--- src/rtl/pipeline_multiplication.sv ---
// pipeline_multiplication: rebuilds dividend = quotient * divisor + remainder
// with a shift-add pipeline of one stage per quotient bit, valid-only handshake.
module pipeline_multiplication #(
    parameter int QUOTIENT_WIDTH = 8,
    parameter int DIVISOR_WIDTH  = 8
) (
    input  logic                                    clk_i,
    input  logic                                    rst_i,
    input  logic [QUOTIENT_WIDTH-1:0]               quotient_i,
    input  logic [DIVISOR_WIDTH-1:0]                divisor_i,
    input  logic [DIVISOR_WIDTH-1:0]                reminder_i,
    input  logic                                    valid_i,
    output logic [QUOTIENT_WIDTH+DIVISOR_WIDTH-1:0] dividend_o,
    output logic                                    rem_err_o,
    output logic                                    valid_o
);
    localparam int Q = QUOTIENT_WIDTH;
    localparam int W = QUOTIENT_WIDTH + DIVISOR_WIDTH;

    logic [Q-1:0] vld_q, en, err_q, err_d;
    logic [W-1:0] acc_q [Q];
    logic [W-1:0] acc_d [Q];
    logic [W-1:0] div_q [Q];
    logic [W-1:0] div_d [Q];
    logic [Q-1:0] quo_q [Q];
    logic [Q-1:0] quo_d [Q];

    // Stage k holds divisor << k and the quotient bits above k still to consume.
    always_comb begin
        en       = {vld_q[Q-2:0], valid_i};
        acc_d[0] = W'(reminder_i) + (quotient_i[0] ? W'(divisor_i) : '0);
        div_d[0] = W'(divisor_i);
        quo_d[0] = quotient_i >> 1;
        err_d[0] = reminder_i >= divisor_i;
        for (int k = 1; k < Q; k++) begin
            acc_d[k] = acc_q[k-1] + (quo_q[k-1][0] ? (div_q[k-1] << 1) : '0);
            div_d[k] = div_q[k-1] << 1;
            quo_d[k] = quo_q[k-1] >> 1;
            err_d[k] = err_q[k-1];
        end
    end

    // Data registers only load behind a valid item, so idle inputs never leak out.
    always_ff @(posedge clk_i) begin
        if (rst_i) begin
            vld_q <= '0;
            err_q <= '0;
            for (int k = 0; k < Q; k++) begin
                acc_q[k] <= '0;
                div_q[k] <= '0;
                quo_q[k] <= '0;
            end
        end else begin
            vld_q <= en;
            for (int k = 0; k < Q; k++) begin
                if (en[k]) begin
                    acc_q[k] <= acc_d[k];
                    div_q[k] <= div_d[k];
                    quo_q[k] <= quo_d[k];
                    err_q[k] <= err_d[k];
                end
            end
        end
    end

    assign dividend_o = acc_q[Q-1];
    assign rem_err_o  = err_q[Q-1];
    assign valid_o    = vld_q[Q-1];
endmodule

--- config.mk ---
export PLATFORM = sky130hd
export DESIGN_NAME = pipeline_multiplication
export DESIGN_NICKNAME = d
export VERILOG_FILES = /design/src/rtl/pipeline_multiplication.sv
export SDC_FILE = /design/constraint.sdc
export NUM_CORES = 1
export LEC_CHECK = 0
export CORE_ASPECT_RATIO = 0.75
export CORE_UTILIZATION = 45
export CTS_BUF_LIST = sky130_fd_sc_hd__clkbuf_16
export DETAILED_ROUTE_END_ITERATION = 8
export HOLD_SLACK_MARGIN = 0.05
export PLACE_DENSITY = 0.72
export SLEW_MARGIN = 30
export SYNTH_ARGS = -nofsm -noshare
export SYNTH_HDL_FRONTEND = slang
export SYNTH_SLANG_ARGS = --single-unit
--- constraint.sdc ---
create_clock -name clk_i -period 2.5 [get_ports clk_i]
set_input_delay 0.5 -clock clk_i [delete_from_list [all_inputs] [get_ports clk_i]]
set_output_delay 0.5 -clock clk_i [all_outputs]
set_load 0.02 [all_outputs]
==> results.tsv <==
stage	metric	value	unit
floorplan	Chip Width	179	µm
timing	max-slew violations	0	
grt	antenna violations before repair	0	
yosys	Synth warnings	0	
floorplan	die area	24200	µm²
floorplan	Die H	135	µm
grt	number of global-route vias before repair	6606	
timing	final setup fails	0	
critical_path	Arrival @ worst endpoint	2.52	ns
timing	Fmax	428	MHz
final_layout	NumNets Final	1064	
critical_path	CP dominant cell by count	o31a_1	
clock_network	Clock Pin Slew Worst Setup and Hold Paths	0.07	ns
final_layout	sequential cell area	5850	µm²
clock_network	clk sinks	200	
yosys	Synth Cell Area	10600	µm²
grt	first-pass GRT wire length	31600	µm
critical_path	worst-path cell chain	and2_1 > ha_1 > inv_1 > fa_1 > nor2b_1 > o31a_1 > o31a_1 > o31a_1	
clock_network	Hold-fix buffers, CTS	0	
clock_network	clk buf depth	2	
placement	GPL Wtd Cong	0.870	
drt	total routed wirelength	18800	µm
critical_path	Crit path required time	2.68	ns
drt	wire per inst	14.8	µm
critical_path	Critical Path Fanout Max	8	
drt	initial drt markers	422	
hold_path	HP Class	input port to register	
critical_path	Critical Path Sink Type	register	
clock_network	H-tree Lvls	4	
power_and_ir_drop	P_leak	4.69	nW
placement	dpl ws	-0.126	ns
floorplan	Initial Utilization	46.0	%
final_layout	ratio of cells with drive above 1 in the final layout	7.22	%
placement	Placed Cells	1238	
timing	skew final	0.0103	ns
floorplan	CORE AREA	23100	µm²
clock_network	Root Driver	clkbuf_16	
clock_network	Post-CTS Setup Bufs	0	
placement	# port buffers	44	
grt	Total GRT Usage	16.7	%
power_and_ir_drop	pwr dens	595	nW/µm²
drt	vias per cell	5.26	
yosys	synthesized area per cell	11.6	µm²
final_layout	final std cells w/o fill	1270	
clock_network	Worst-Skew Late Latency	0.44	ns
drt	remaining antenna violation count	0	
clock_network	CTS tree	done	
yosys	Syn Nets	1021	
yosys	Yosys cell types	41	
timing	Final Hold Fails	0	
timing	unrepaired setup endpoints after global routing	no	
drt	Pre-Repair DR Iteration Count	7	
timing	Tcrit/Tclk final	93.4	%
clock_network	Num CTS Buffers	17	
drt	DR vias	6683	
drt	DRC viols	4	
critical_path	CP peak stage delay	0.51	ns
outcome	status	finished, violations left	
floorplan	# IOs	45	
critical_path	Worst R2R Setup Slack	0.16	ns
timing	post-route minimum period	2.34	ns
yosys	cell count after synthesis	914	
final_layout	Fillers	2008	
timing	Final WS setup	0.164	ns
critical_path	CP max-delay cell	edfxtp_1	
grt	Overflow after GRT	0	
job	Max Cap Viol	0	
placement	hpwl dp	14000	µm
placement	Placed Area	11300	µm²
floorplan	Rows	48	
final_layout	# diodes	0	
yosys	sequential-to-total area share from yosys stat	55.2	%
grt	largest net degree at the start of global routing	29	
final_layout	post-route cell area	11900	µm²
power_and_ir_drop	Max IR drop VDD	528	µV
yosys	number of flops mapped to enable cells by yosys	184	
yosys	Seq cells post-synth	200	
critical_path	critical path type	register to register	
final_layout	Multi-input gate area	4390	µm²
timing	Worst-Margin Slew	0.604	ns
outcome	failing checks	DRC	
final_layout	Area growth, synth to finish	12.2	%
timing	Rel. slew slack	59.7	%
critical_path	Setup crit start kind	register	
yosys	Main synth FF type	edfxtp_1	
timing	Hold Slack	0.458	ns
yosys	async set-reset flop share out of synthesis	0	%
flip-flops by register name (all words and copies together), names as in the netlist:
signal and flops:
quo_q 28, acc_q 100, div_q 56, err_q 8, vld_q 8
worst max-delay path: cells and delay by family, from the launching register on:
family	cells	cell delay (ns)
compound gates	3	0.80
buf+inv	1	0.08
fa+ha+maj	2	0.40
simple gates	2	0.30
flops	1	0.51
final cells by class:
| type | count | area share [%] |
|---|---|---|
| clock buffer | 17 | 3.58 |
| multi-input combinational | 632 | 36.9 |
| inverter | 41 | 1.29 |
| sequential | 200 | 49.1 |
| clock inverter | 15 | 0.978 |
| tap | 300 | 3.16 |
| timing repair buffer | 65 | 4.99 |
where the power goes:
group          total, mW  internal [mW]  switching [mW]
Sequential          3.87           3.81          0.0656
Combinational      0.622          0.264           0.358
Clock               2.58           1.30            1.29
Total               7.08           5.37            1.71
cells in the final DEF, fill, tap and decap left out, drive strengths merged, types with 16 or more instances in the layout:
master and count:
a211oi 30, nor3 41, o21a 21, o21ai 44, dfxtp 16, clkdlybuf4s50 43
a21oi 22, nor2b 38, edfxtp 184, inv 49, buf 22, clkbuf 17
and2 148, nand3 18, ha 72, nor2 69, nand2 20
logic make-up after synthesis:
family / synth area share (%)
AND/OR/NAND/NOR: 20.1
flip-flops: 55.2
AO/OA/AOI/OAI: 10.4
buffers and inverters: 3.55
adder cells (fa/ha/maj): 10.0
multiplexers: 0.661
XOR/XNOR: 0.165
stage by stage:
step	total power, mW	TNS, ns	utilization [%]
finish	7.08	0	51.6
floorplan	4.36	0	-
global route	7.34	0	51.6
global placement	4.55	-0.0808	49.2
CTS	7.12	0	51.5
detailed placement	4.57	-0.184	49.2
cell usage after synthesis, drive strengths merged, types with 8 or more instances:
| cell type | count | area share [%] |
|---|---|---|
| edfxtp | 184 | 52 |
| and2 | 148 | 8.7 |
| ha | 72 | 8.5 |
| nor2 | 69 | 2.4 |
| o21ai | 44 | 2.1 |
| inv | 41 | 1.5 |
| nor3 | 41 | 1.9 |
| nor2b | 38 | 2.4 |
| a211oi | 30 | 2.3 |
| buf | 23 | 1.5 |
| a21oi | 22 | 1.0 |
| o21a | 21 | 1.5 |
| nand2 | 20 | 0.71 |
| clkbuf | 18 | 0.64 |
| nand3 | 18 | 0.85 |
| dfxtp | 16 | 3.0 |
| o31a | 14 | 1.2 |
| nand2b | 12 | 0.71 |
| a21o | 9 | 0.64 |
| a31oi | 8 | 0.47 |
| fa | 8 | 1.5 |
| or2 | 8 | 0.47 |
final timing paths:
| kind | depth (start not counted) | startpoint | end |
|---|---|---|---|
| max | 8 | quo_q[1][0]$_SDFFCE_PN0P_ | acc_q[0][42]$_SDFFCE_PN0P_ |
| max reg2reg | 8 | quo_q[1][0]$_SDFFCE_PN0P_ | acc_q[0][42]$_SDFFCE_PN0P_ |
| min | 2 | rst_i | err_q[6]$_SDFFE_PP0P_ |
| min reg2reg | 1 | vld_q[5]$_SDFF_PP0_ | vld_q[6]$_SDFF_PP0_ |
metal layers:
metal	share of wire, %	GRT usage, %
met1	47	21.4
met2	48	28.5
met3	2.9	3.32
met5	0	0
met4	1.2	5.04
timing repair:
item,CTS,global route
gates resized for setup,0,3
setup endpoints to repair,0,2
endpoints found under the hold margin,0,0
(Power assumes the default switching activity.)
